File: src/rtl/freq_dump_pkg.sv
// Shared constants for the frequency dump sequencer: state encoding,
// dump header magic and frame counter width.
package freq_dump_pkg;

   localparam logic [2:0] ST_IDLE     = 3'd0;
   localparam logic [2:0] ST_CLEAR    = 3'd1;
   localparam logic [2:0] ST_MEASURE  = 3'd2;
   localparam logic [2:0] ST_SNAPSHOT = 3'd3;
   localparam logic [2:0] ST_DUMP     = 3'd4;
   localparam logic [2:0] ST_DONE     = 3'd5;

   localparam logic [7:0] HDR_MAGIC = 8'hA5;
   localparam int         FRAME_W   = 16;

   function automatic logic [31:0] header_word(input logic [FRAME_W-1:0] frame,
                                               input logic [7:0]         npix);
      return {frame, npix, HDR_MAGIC};
   endfunction

endpackage

File: src/rtl/freq_window_timer.sv
// Measurement window counter: cleared by load, counts 0..WINDOW_CYCLES-1
// while run is high and flags the terminal count.
module freq_window_timer
   import freq_dump_pkg::*;
#(
   parameter int WINDOW_CYCLES = 100000000
) (
   input  logic clk,
   input  logic rst_n,
   input  logic load,
   input  logic run,
   output logic tc
);

   localparam int               CNT_W = $clog2(WINDOW_CYCLES);
   localparam logic [CNT_W-1:0] LAST  = CNT_W'(WINDOW_CYCLES - 1);

   logic [CNT_W-1:0] count_r;

   // window counter; holds at terminal count until the sequencer leaves MEASURE
   always_ff @(posedge clk or negedge rst_n) begin
      if (!rst_n) begin
         count_r <= '0;
      end else if (load) begin
         count_r <= '0;
      end else if (run && (count_r != LAST)) begin
         count_r <= count_r + CNT_W'(1);
      end else begin
         count_r <= count_r;
      end
   end

   assign tc = run && (count_r == LAST);

endmodule

File: src/rtl/frequency_dump_sequencer.sv
// Clear / measure / snapshot / dump sequencer for the analyzer bank.
// Define FREQ_DUMP_HEADER_EN to prefix each dump with a frame header word.
module frequency_dump_sequencer
   import freq_dump_pkg::*;
#(
   parameter int NUM_PIXELS    = 3,
   parameter int WINDOW_CYCLES = 100000000,
   parameter int VALUE_WIDTH   = 32
) (
   input  logic                              s00_axi_aclk,
   input  logic                              s00_axi_aresetn,
   input  logic                              start,
   input  logic                              stop,
   input  logic                              dump_req,
   input  logic                              irq_ack,
   input  logic [NUM_PIXELS*2*VALUE_WIDTH-1:0] f_values,
   output logic                              analyzer_enable,
   output logic                              analyzer_clear_n,
   output logic [VALUE_WIDTH-1:0]            dump_data,
   output logic                              dump_valid,
   input  logic                              dump_ready,
   output logic                              dump_last,
   output logic                              irq,
   output logic                              busy
);

`ifdef FREQ_DUMP_HEADER_EN
   localparam int HDR_WORDS = 1;
`else
   localparam int HDR_WORDS = 0;
`endif
   localparam int               NWORDS   = 2 * NUM_PIXELS + HDR_WORDS;
   localparam int               IDX_W    = $clog2(2 * NUM_PIXELS + 1);
   localparam logic [IDX_W-1:0] LAST_IDX = IDX_W'(NWORDS - 1);
   localparam int               SNAP_W   = 2 * NUM_PIXELS * VALUE_WIDTH;

   logic [2:0]             state_r;
   logic [2:0]             state_nxt_s;
   logic [IDX_W-1:0]       idx_r;
   logic [SNAP_W-1:0]      snap_r;
   logic [FRAME_W-1:0]     frame_r;
   logic [VALUE_WIDTH-1:0] word_s;
   logic                   tc_s;
   logic                   hs_s;
   logic                   last_s;

   freq_window_timer #(
      .WINDOW_CYCLES (WINDOW_CYCLES)
   ) u_timer (
      .clk   (s00_axi_aclk),
      .rst_n (s00_axi_aresetn),
      .load  (state_r == ST_CLEAR),
      .run   (state_r == ST_MEASURE),
      .tc    (tc_s)
   );

   assign hs_s   = (state_r == ST_DUMP) && dump_ready;
   assign last_s = (idx_r == LAST_IDX);

   // next-state decode; stop has priority over start in IDLE
   always_comb begin
      state_nxt_s = state_r;
      case (state_r)
         ST_IDLE: begin
            if (stop)          state_nxt_s = ST_IDLE;
            else if (start)    state_nxt_s = ST_CLEAR;
            else if (dump_req) state_nxt_s = ST_SNAPSHOT;
            else               state_nxt_s = ST_IDLE;
         end
         ST_CLEAR: begin
            if (stop) state_nxt_s = ST_IDLE;
            else      state_nxt_s = ST_MEASURE;
         end
         ST_MEASURE: begin
            if (tc_s || stop || dump_req) state_nxt_s = ST_SNAPSHOT;
            else                          state_nxt_s = ST_MEASURE;
         end
         ST_SNAPSHOT: state_nxt_s = ST_DUMP;
         ST_DUMP: begin
            if (hs_s && last_s) state_nxt_s = ST_DONE;
            else                state_nxt_s = ST_DUMP;
         end
         ST_DONE: begin
            if (irq_ack) state_nxt_s = ST_IDLE;
            else         state_nxt_s = ST_DONE;
         end
         default: state_nxt_s = ST_IDLE;
      endcase
   end

   // state, snapshot, frame count and word index
   always_ff @(posedge s00_axi_aclk or negedge s00_axi_aresetn) begin
      if (!s00_axi_aresetn) begin
         state_r <= ST_IDLE;
         idx_r   <= '0;
         snap_r  <= '0;
         frame_r <= '0;
      end else begin
         state_r <= state_nxt_s;
         if (state_r == ST_SNAPSHOT) begin
            snap_r  <= f_values;
            frame_r <= frame_r + 16'd1;
            idx_r   <= '0;
         end else if (hs_s && !last_s) begin
            idx_r <= idx_r + IDX_W'(1);
         end else begin
            idx_r <= idx_r;
         end
      end
   end

   // word mux from the snapshot only, so live analyzer changes never leak out
   always_comb begin
      word_s = '0;
`ifdef FREQ_DUMP_HEADER_EN
      if (idx_r == '0) word_s = VALUE_WIDTH'(header_word(frame_r, 8'(NUM_PIXELS)));
      else             word_s = '0;
`endif
      for (int i = 0; i < 2 * NUM_PIXELS; i++) begin
         if (idx_r == IDX_W'(i + HDR_WORDS)) word_s = snap_r[i*VALUE_WIDTH +: VALUE_WIDTH];
         else                                word_s = word_s;
      end
   end

   assign analyzer_enable  = (state_r == ST_MEASURE);
   assign analyzer_clear_n = (state_r != ST_CLEAR);
   assign dump_valid       = (state_r == ST_DUMP);
   assign dump_last        = dump_valid && last_s;
   assign dump_data        = dump_valid ? word_s : '0;
   assign irq              = (state_r == ST_DONE);
   assign busy             = (state_r != ST_IDLE);

endmodule

File: config.mk
export PLATFORM = sky130hd
export DESIGN_NAME = frequency_dump_sequencer
export DESIGN_NICKNAME = d
export VERILOG_FILES = /design/src/rtl/freq_dump_pkg.sv /design/src/rtl/freq_window_timer.sv /design/src/rtl/frequency_dump_sequencer.sv
export SDC_FILE = /design/constraint.sdc
export NUM_CORES = 1
export LEC_CHECK = 0
export ABC_CLOCK_PERIOD_IN_PS = 6590
export BUFFER_PORTS_ARGS = -buffer_cell sky130_fd_sc_hd__clkbuf_2
export CAP_MARGIN = 20
export CORE_MARGIN = 2
export CORE_UTILIZATION = 59
export DETAILED_ROUTE_END_ITERATION = 6
export GPL_TIMING_DRIVEN = 1
export PLACE_DENSITY = 0.86
export SYNTH_ARGS = -nofsm -noshare
export SYNTH_HDL_FRONTEND = slang
export SYNTH_SLANG_ARGS = --single-unit
File: constraint.sdc
create_clock -name s00_axi_aclk -period 6.59 [get_ports s00_axi_aclk]
set_input_delay 0.659 -clock s00_axi_aclk [delete_from_list [all_inputs] [get_ports s00_axi_aclk]]
set_output_delay 0.659 -clock s00_axi_aclk [all_outputs]
set_load 0.005 [all_outputs]
==> flow_metrics.env, run 1 <==
export IMPL_drc_errors=0
export IMPL_cts_resized=0
export IMPL_postCtsSetupBuffers=0
export IMPL_pin_count=237
export IMPL_fin_skew_ns=0.0102
export IMPL_finalHoldViolCount=0
export IMPL_ys_seq_area_frac=0.534
export IMPL_relSlewSlack=0.234
export IMPL_crit_path_top_delay_cell="nor3b_2"
export IMPL_syn_to_final_growth_pct=19.7
export IMPL_rr_startpoint="idx_r[1]$_DFFE_PN0P_"
export IMPL_grt_pass1_vias=8192
export IMPL_syn_area_sq_um=10500
export IMPL_power_share_clock=0.230
export IMPL_crit_buf_inv=3
export IMPL_crit_fanout=22
export IMPL_yosysUniqueCellTypes=48
export IMPL_dp_cells=1295
export IMPL_seqPwrFrac=0.430
export IMPL_path_cells="inv_1 -> ha_1 -> nor3b_2 -> buf_4 -> a221oi_1 -> o311ai_0 -> o211ai_1 -> a21oi_1 -> clkbuf_2"
export IMPL_vias=8089
export IMPL_drtIter0Drc=541
export IMPL_ant_nets=0
export IMPL_synthCells=893
export IMPL_yosysMostFrequentCell="dfrtp_1"
export IMPL_ctsRootBufferMaster="clkbuf_16"
export IMPL_drt_pass1_iterations=6
export IMPL_routed_wl_mm=26.9
export IMPL_clock_latency_ns=0.51
export IMPL_core_area_sq_um=17400
export IMPL_globalplace_congestion=0.870
export IMPL_synthTopCellsByArea="dfrtp_1 (53%), mux2_2 (21%), nand2_1 (2.9%), o311ai_0 (2.7%), a221oi_1 (2.7%)"
export IMPL_cp_end_kind="output port"
export IMPL_path_class="reg2out"
export IMPL_dp_hpwl_mm=17.9
export IMPL_finalPower_mw=5.56
export IMPL_syn_area_per_cell_sq_um=11.8
export IMPL_clockBufferDepth=3
export IMPL_timing_rr_end="idx_r[1]$_DFFE_PN0P_"
export IMPL_cp_start_kind="flop"
export IMPL_start_util=0.607
export IMPL_nets=1302
export IMPL_slew_viol_final=0
export IMPL_fin_util=0.726
export IMPL_r2r_cells=7
export IMPL_htreeDepth=1
export IMPL_instances_no_fill=1339
export IMPL_fmax_mhz=239
export IMPL_setup_tns_ns=0
export IMPL_pwr_share_comb=0.341
export IMPL_intPower_mw=3.81
export IMPL_cpPeakStageDelay_ns=0.72
export IMPL_ys_top_cells_by_count="dfrtp_1 (225), mux2_2 (192), nand2_1 (82)"
export IMPL_drv_cap=0
export IMPL_clock_sinks=225
export IMPL_swShare=0.316
export IMPL_critPathTopFamily="compound AO/OA/AOI/OAI gates"
export IMPL_power_switching_mw=1.76
export IMPL_worstPathRequired_ns=5.93
export IMPL_setup_violations=0
export IMPL_synth_edf_count=0
export IMPL_antenna_found_initial=0
export IMPL_async_flop_share=1.00
export IMPL_die_w_microns=138
export IMPL_grt_pass1_wl_mm=42.0
export IMPL_routedWlPerCell_microns=20.1
export IMPL_vdd_drop_max_mv=0.668
export IMPL_grtUsageTotal=0.284
export IMPL_gr_total_overflow=0
export IMPL_cts_tree="done"
export IMPL_p_leak_nw=5.57
export IMPL_cts_buffers=24
export IMPL_rsz0062_at_grt="false"
export IMPL_drive_gt1_frac=0.440
export IMPL_arrival_ns=3.52
export IMPL_power_per_cell_area_nw_per_um2=441
export IMPL_viasPerCell=6.04
export IMPL_grt_max_degree=197
export IMPL_yosysWarnings=0
export IMPL_finalCriticalPeriod_ns=4.18
export IMPL_die_height_microns=138
export IMPL_finalCritPeriodShare=0.635
export IMPL_ys_flop_type="dfrtp_1"
export IMPL_port_buffer_count=236
export IMPL_clk_pin_slew_ns=0.06
export IMPL_holdCritPathClass="in2async"
export IMPL_rows=48
export IMPL_die_area_sq_um=18900
export IMPL_tightest_slew_ns=1.15
export IMPL_status="finished, final reports clean"
export IMPL_synth_fp_nets=1098
export IMPL_worst_r2r_setup_slack_ns=4.23
export IMPL_synth_top_area_frac=0.534
export IMPL_synth_top_area_cell="dfrtp_1"
export IMPL_yosys_register_bits=225
export IMPL_cts_hold_buf=0
==> registers in the layout, summed over array words and instances (netlist names) <==
register,count
idx_r,3
snap_r,192
state_r,3
u_timer.count_r,27
==> logic make-up after synthesis <==
logic type / after synthesis / share of synthesized area
AO/OA/AOI/OAI: 172 / 0.116
XOR/XNOR: 6 / 0.00499
adder cells (fa/ha/maj): 6 / 0.00712
buffers and inverters: 82 / 0.0323
flip-flops: 225 / 0.534
multiplexers: 195 / 0.208
AND/OR/NAND/NOR: 207 / 0.0969
==> stage by stage <==
step / setup WS, ns / instance area (sq um) / hold WS [ns]
final: 2.41 / 12600 / 0.0937
after global routing: 2.17 / 12600 / 0.125
after CTS: 2.42 / 12600 / 0.106
after detailed placement: 3.01 / 11800 / 0.493
after global placement: 3.08 / 11800 / 0.487
after floorplan: 3.99 / 10500 / 0.363
==> power groups by stage <==
stage / sequential (mW) / clock (mW) / combinational (mW)
2_1_floorplan: 2.25 / 0 / 1.48
3_3_place_gp: 2.36 / 0 / 1.81
3_5_place_dp: 2.39 / 0 / 1.88
4_1_cts: 2.38 / 1.29 / 1.90
5_1_grt: 2.46 / 1.35 / 2.07
6_report: 2.39 / 1.28 / 1.89
==> how the worst max path moves through the flow <==
stage,startpoint,endpoint,slack (ns),cells after the start
final,idx_r[1]$_DFFE_PN0P_,dump_data[23],2.41,9
after global routing,idx_r[1]$_DFFE_PN0P_,dump_data[31],2.17,9
after CTS,idx_r[1]$_DFFE_PN0P_,dump_data[23],2.42,9
after detailed placement,idx_r[1]$_DFFE_PN0P_,dump_data[31],3.01,9
after global placement,idx_r[1]$_DFFE_PN0P_,dump_data[10],3.08,8
after floorplan,idx_r[0]$_DFFE_PN0P_,dump_data[23],3.99,7
==> metal layers <==
| metal | vias to the layer above | wire length [microns] | GRT usage | share of wire |
|---|---|---|---|---|
| met5 | - | 0 | 0 | 0 |
| met4 | 0 | 538 | 0.0842 | 0.020 |
| li1 | 3706 | - | - | - |
| met3 | 44 | 2010 | 0.0596 | 0.075 |
| met1 | 4017 | 11300 | 0.380 | 0.42 |
| met2 | 322 | 13100 | 0.471 | 0.49 |
==> placed cells by master (no fill, tap or decap), drive strengths merged, types with 2 or more instances in the layout <==
cell	Yosys	layout
diode	0	2
nand2	82	82
nand2b	3	3
mux2	192	192
o21ai	17	17
o2111ai	2	2
nor3	5	5
dfrtp	225	225
nand4	10	10
xnor2	3	3
xor2	3	3
nor4b	3	3
o311ai	33	33
nor4	6	6
clkinv	0	6
mux2i	3	3
a21oi	45	45
inv	14	14
clkbuf	55	269
o211ai	35	35
nor2b	2	2
nand3	14	14
and2	2	2
and3	2	2
ha	6	6
or3	13	13
nor3b	3	3
a221oi	32	32
nor2	53	53
o31ai	4	4
buf	13	11
and4	3	3
==> worst register-to-register path: stages (launching register included) <==
cell and delay (ns):
dfrtp_1 0.38, inv_1 0.08, ha_1 0.24, nand2_1 0.54, buf_4 0.43, nand3_1 0.29, nand3_1 0.16, o21ai_0 0.12
==> final cells by class <==
cell class                 instances  area, sq um
inverter                          14         52.6
tap                              225          282
timing repair buffer             246         1300
antenna                            2         5.00
sequential                       225         5630
clock inverter                     7         37.5
fill                            1223         4750
clock buffer                      34          709
multi-input combinational        586         4590
No activity file was read; power rests on OpenSTA's default activity.
==> inputs of run 2 (changes only) <==
ABC_CLOCK_PERIOD_IN_PS = 3900   (was 6590)
CORE_UTILIZATION = 55   (was 59)
PLACE_DENSITY = 0.81   (was 0.86)
clock period = 3.9 ns   (was 6.59 ns; I/O delays follow)
==> run 2 against run 1 <==
- the flow now finishes with violations (negative hold slack)
- critical path depth decreased by 1
- cell area increased by 0.38%
- combinational power increased by 70%
- first-iteration DRC count increased by 7.9%
- hold slack got worse by 0.17 ns
- routed wire length increased by 0.39%
- flip-flop and latch count unchanged
- die area increased by 7.1%
- cell count increased by 0.75%
- largest cell class unchanged
- highest routed layer unchanged
==> flow_metrics.env, run 2 (same netlist as run 1, synthesis figures left out) <==
export IMPL_drt_pass1_iterations=5
export IMPL_start_util=0.561
export IMPL_core_area_sq_um=18800
export IMPL_fin_util=0.674
export IMPL_cp_start_kind="flop"
export IMPL_die_w_microns=142
export IMPL_path_cells="inv_1 -> ha_1 -> nor2b_2 -> a221oi_1 -> o311ai_0 -> o211ai_1 -> a21oi_1 -> clkbuf_2"
export IMPL_vias=8136
export IMPL_clock_sinks=225
export IMPL_largest_reg_flops=192
export IMPL_htreeDepth=1
export IMPL_cpPeakStageDelay_ns=0.75
export IMPL_rr_startpoint="u_timer.count_r[17]$_DFFE_PN0P_"
export IMPL_syn_to_final_growth_pct=20.1
export IMPL_globalplace_congestion=0.850
export IMPL_finalCritPeriodShare=0.924
export IMPL_dpl_cell_area_sq_um=11900
export IMPL_grtUsageTotal=0.266
export IMPL_hold_worst_slack_ns=-0.0713
export IMPL_routedWlPerCell_microns=20.1
export IMPL_finalCriticalPeriod_ns=3.60
export IMPL_relSlewSlack=0.239
export IMPL_setup_tns_ns=0
export IMPL_wl_met3_mm=1.66
export IMPL_pwr_share_comb=0.343
export IMPL_crit_buf_inv=2
export IMPL_p_leak_nw=5.59
export IMPL_vdd_drop_max_mv=0.455
export IMPL_power_per_cell_area_nw_per_um2=743
export IMPL_crit_path_top_delay_cell="nor2b_2"
export IMPL_intPower_mw=6.43
export IMPL_instances_no_fill=1349
export IMPL_post_route_cell_area_sq_um=12700
export IMPL_crit_fanout=16
export IMPL_die_area_sq_um=20300
export IMPL_worstPathRequired_ns=3.51
export IMPL_rsz0062_at_grt="false"
export IMPL_failed_checks="negative hold slack"
export IMPL_setup_violations=0
export IMPL_cts_tree="done"
export IMPL_critPathTopFamily="compound AO/OA/AOI/OAI gates"
export IMPL_grt_max_degree=120
export IMPL_power_share_clock=0.228
export IMPL_nets=1305
export IMPL_rows=50
export IMPL_cts_buffers=24
export IMPL_port_buffer_count=236
export IMPL_drtIter0Drc=584
export IMPL_fmax_mhz=277
export IMPL_wl_met2_mm=13.2
export IMPL_seqPwrFrac=0.429
export IMPL_final_common_cell="clkbuf_2"
export IMPL_viasPerCell=6.03
export IMPL_finalHoldViolCount=42
export IMPL_top_regs="snap_r x192, u_timer.count_r x27"
export IMPL_drc_errors=0
export IMPL_top_layer="met4"
export IMPL_antenna_found_initial=2
export IMPL_status="complete, but fails checks"
export IMPL_cp_end_kind="output port"
export IMPL_holdCritPathClass="in2async"
export IMPL_startpoint="idx_r[1]$_DFFE_PN0P_"
export IMPL_wl_met1_mm=11.6
export IMPL_pin_count=237
export IMPL_dp_hpwl_mm=18.3
export IMPL_tightest_slew_ns=1.14
export IMPL_grt_pass1_wl_mm=42.8
export IMPL_swShare=0.316
export IMPL_clk_pin_slew_ns=0.06
export IMPL_regMostFlops="snap_r"
export IMPL_drive_gt1_frac=0.439
export IMPL_clockBufferDepth=3
export IMPL_gr_total_overflow=0
export IMPL_drv_cap=0
export IMPL_layout_common_cells="clkbuf_2 (235), dfrtp_1 (225), mux2_2 (192), nand2_1 (81), nor2_1 (53)"
export IMPL_routed_wl_mm=27.0
export IMPL_arrival_ns=3.21
export IMPL_power_switching_mw=2.97
export IMPL_dp_cells=1305
export IMPL_clock_latency_ns=0.52
export IMPL_ctsRootBufferMaster="clkbuf_16"
export IMPL_slew_viol_final=0
export IMPL_ant_nets=0
export IMPL_path_class="reg2out"
export IMPL_die_height_microns=142
export IMPL_fin_skew_ns=0.00804
export IMPL_grt_pass1_vias=8217
## run 2: worst paths after layout
kind | to | depth (start not counted) | slack (ns)
worst max-delay path | dump_data[12] | 8 | 0.30
worst min-delay path | snap_r[103]$_DFFE_PN0N_ | 1 | -0.07
worst max register to register | u_timer.count_r[0]$_DFFE_PN0P_ | 4 | 1.59
worst min register to register | u_timer.count_r[5]$_DFFE_PN0P_ | 1 | 0.51
max in group asynchronous | snap_r[85]$_DFFE_PN0N_ | 2 | 3.07
min in group s00_axi_aclk | snap_r[177]$_DFFE_PN0N_ | 2 | 0.10
## run 2: area by class of cell
cell class | count | area (sq um)
Fill cell | 1422 | 6110
Sequential cell | 225 | 5630
Multi-Input combinational cell | 587 | 4600
Timing Repair Buffer | 248 | 1340
Clock buffer | 36 | 706
Tap cell | 234 | 293
Inverter | 14 | 52.6
Clock inverter | 4 | 31.3
Antenna cell | 1 | 2.50
## run 2: timing repair
| item | 4_1_cts | 5_1_grt |
|---|---|---|
| hold endpoints to repair | 0 | 0 |
| setup endpoints to repair | 0 | 4 |
| gates resized for setup | 0 | 0 |
| hold buffers | 0 | 0 |
| setup buffers | 0 | 0 |
## run 2: power groups by stage
stage          registers, mW  logic, mW  clock network (mW)
2_1_floorplan           3.81       2.50                   0
3_3_place_gp            3.98       3.10                   0
3_5_place_dp            4.04       3.21                   0
4_1_cts                 4.01       3.23                2.18
5_1_grt                 4.15       3.54                2.27
6_report                4.03       3.22                2.14
## run 2: stage by stage
| stage | total power [mW] | hold slack [ns] | setup WS [ns] |
|---|---|---|---|
| final | 9.40 | -0.0713 | 0.295 |
| after global routing | 9.97 | 0.0506 | 0.0578 |
| after CTS | 9.42 | 0.00349 | 0.0898 |
| after detailed placement | 7.25 | 0.492 | 0.648 |
| after global placement | 7.07 | 0.486 | 0.681 |
| after floorplan | 6.31 | 0.0944 | 1.57 |
## run 2: layer usage
layer,track usage,vias to the layer above
met5,0,-
met4,0.0834,0
met3,0.0454,43
met2,0.434,288
met1,0.367,4098
li1,-,3707
==> inputs of run 3 (changes only) <==
RECOVER_POWER = 25   (was default)
==> run 3 against run 2 <==
- the run ends with max-capacitance violations, max-slew violations left
- first-iteration DRC count did not move
- critical endpoint unchanged
- sequential share of layout area barely moved
- fmax fell by 0.10%
- routed wire length barely moved
- sequential power barely moved
- register-to-register slack barely moved
- flip-flop and latch count did not move
- combinational power barely moved
- hold slack improved by 0.17 ns
==> flow_metrics.env, run 3 (same netlist as run 1, synthesis figures left out) <==
export IMPL_fillers=1423
export IMPL_dpl_cell_area_sq_um=11900
export IMPL_dp_hpwl_mm=18.3
export IMPL_drc_errors=0
export IMPL_grt_max_degree=120
export IMPL_pre_cts_ws_ns=0.648
export IMPL_routed_wl_mm=27.1
export IMPL_ant_nets=0
export IMPL_cts_tree="done"
export IMPL_top_regs="snap_r x192, u_timer.count_r x27"
export IMPL_vias=8163
export IMPL_vdd_drop_max_mv=0.455
export IMPL_failed_checks="max-capacitance violations, max-slew violations"
export IMPL_rows=50
export IMPL_globalplace_congestion=0.850
export IMPL_power_per_cell_area_nw_per_um2=743
export IMPL_finalCriticalPeriod_ns=3.61
export IMPL_grt_pass1_wl_mm=42.8
export IMPL_antenna_found_initial=2
export IMPL_fin_util=0.674
export IMPL_arrival_ns=3.22
export IMPL_gr_total_overflow=0
export IMPL_grt_pass1_vias=8217
export IMPL_regMostFlops="snap_r"
export IMPL_setup_violations=0
export IMPL_drive_gt1_frac=0.439
export IMPL_routedWlPerCell_microns=20.1
export IMPL_worst_r2r_setup_slack_ns=1.59
export IMPL_die_area_sq_um=20300
export IMPL_cts_hold_buf=0
export IMPL_post_route_cell_area_sq_um=12600
export IMPL_crit_fanout=16
export IMPL_syn_to_final_growth_pct=20.0
export IMPL_htreeDepth=1
export IMPL_drtIter0Drc=584
export IMPL_viasPerCell=6.05
export IMPL_clk_pin_slew_ns=0.06
export IMPL_die_height_microns=142
export IMPL_finalCritPeriodShare=0.925
export IMPL_tightest_slew_ns=3.06
export IMPL_largest_reg_flops=192
export IMPL_clock_sinks=225
export IMPL_status="complete, but fails checks"
export IMPL_hold_worst_slack_ns=0.0987
export IMPL_layout_common_cells="clkbuf_2 (236), dfrtp_1 (225), mux2_2 (192), nand2_1 (81), nor2_1 (53)"
export IMPL_setup_ws_ns=0.291
export IMPL_worstPathRequired_ns=3.51
export IMPL_dp_cells=1305
export IMPL_finalPower_mw=9.40
export IMPL_holdCritPathClass="in2reg"
export IMPL_clock_latency_ns=0.52
export IMPL_core_area_sq_um=18800
export IMPL_die_w_microns=142
export IMPL_instances_no_fill=1349
export IMPL_setup_tns_ns=0
export IMPL_relSlewSlack=-1.04
export IMPL_rsz0062_at_grt="false"
export IMPL_ctsRootBufferMaster="clkbuf_16"
export IMPL_grtUsageTotal=0.266
export IMPL_drv_cap=1
export IMPL_r2r_cells=4
export IMPL_worstHoldPathCells=2
export IMPL_fmax_mhz=277
export IMPL_fin_skew_ns=0.00741
export IMPL_cts_buffers=24
export IMPL_cp_start_kind="flop"
export IMPL_pin_count=237
export IMPL_final_common_cell="clkbuf_2"
export IMPL_drt_pass1_iterations=5
export IMPL_port_buffer_count=236
export IMPL_finalHoldViolCount=0
export IMPL_p_leak_nw=5.58
export IMPL_slew_viol_final=118
export IMPL_clockBufferDepth=3
export IMPL_cp_end_kind="output port"
export IMPL_start_util=0.561
export IMPL_nets=1305
export IMPL_cts_resized=0
export IMPL_path_class="reg2out"
-- run 3: cell types whose count changed in the layout (fill, tap and decap cells not counted), sizes merged --
cell,change
buf,-1
clkbuf,+1
-- run 3: repair_timing --
| action | CTS | global route |
|---|---|---|
| endpoints found under the hold margin | 0 | 0 |
| setup endpoints to repair | 0 | 4 |
| buffers inserted | 0 | 0 |
-- run 3: final cells by class --
cell class / count / area, sq um / area share
Clock buffer: 36 / 706 / 0.0558
Tap cell: 234 / 293 / 0.0232
Clock inverter: 4 / 31.3 / 0.00247
Sequential cell: 225 / 5630 / 0.445
Antenna cell: 1 / 2.50 / 0.000198
Timing Repair Buffer: 248 / 1330 / 0.105
Inverter: 14 / 52.6 / 0.00416
Multi-Input combinational cell: 587 / 4600 / 0.364
-- run 3: critical path, cell delays in order, from the launching register on --
cell	delay (ns)
dfrtp_1	0.41
inv_1	0.09
ha_1	0.27
nor2b_2	0.75
a221oi_1	0.19
o311ai_0	0.39
o211ai_1	0.16
a21oi_1	0.25
clkbuf_2	0.17
-- run 3: path summary, 6_finish.rpt --
check	from	to
worst max-delay path	idx_r[1]$_DFFE_PN0P_	dump_data[12]
worst max register to register	u_timer.count_r[17]$_DFFE_PN0P_	u_timer.count_r[0]$_DFFE_PN0P_
max in group asynchronous	s00_axi_aresetn	snap_r[79]$_DFFE_PN0N_
worst min-delay path	f_values[177]	snap_r[177]$_DFFE_PN0N_
worst min register to register	u_timer.count_r[5]$_DFFE_PN0P_	u_timer.count_r[5]$_DFFE_PN0P_
min in group asynchronous	s00_axi_aresetn	snap_r[103]$_DFFE_PN0N_
-- run 3: metal layers --
metal,vias to the layer above,global-route usage,share of wire
met5,-,0,0
met4,0,0.0834,0.024
met3,43,0.0454,0.063
met2,308,0.434,0.49
met1,4101,0.367,0.43
li1,3711,-,-
-- run 3: power breakdown --
group / switching [mW] / internal, mW
sequential: 0.615 / 3.42
combinational: 1.45 / 1.77
clock: 0.903 / 1.24
total: 2.97 / 6.43
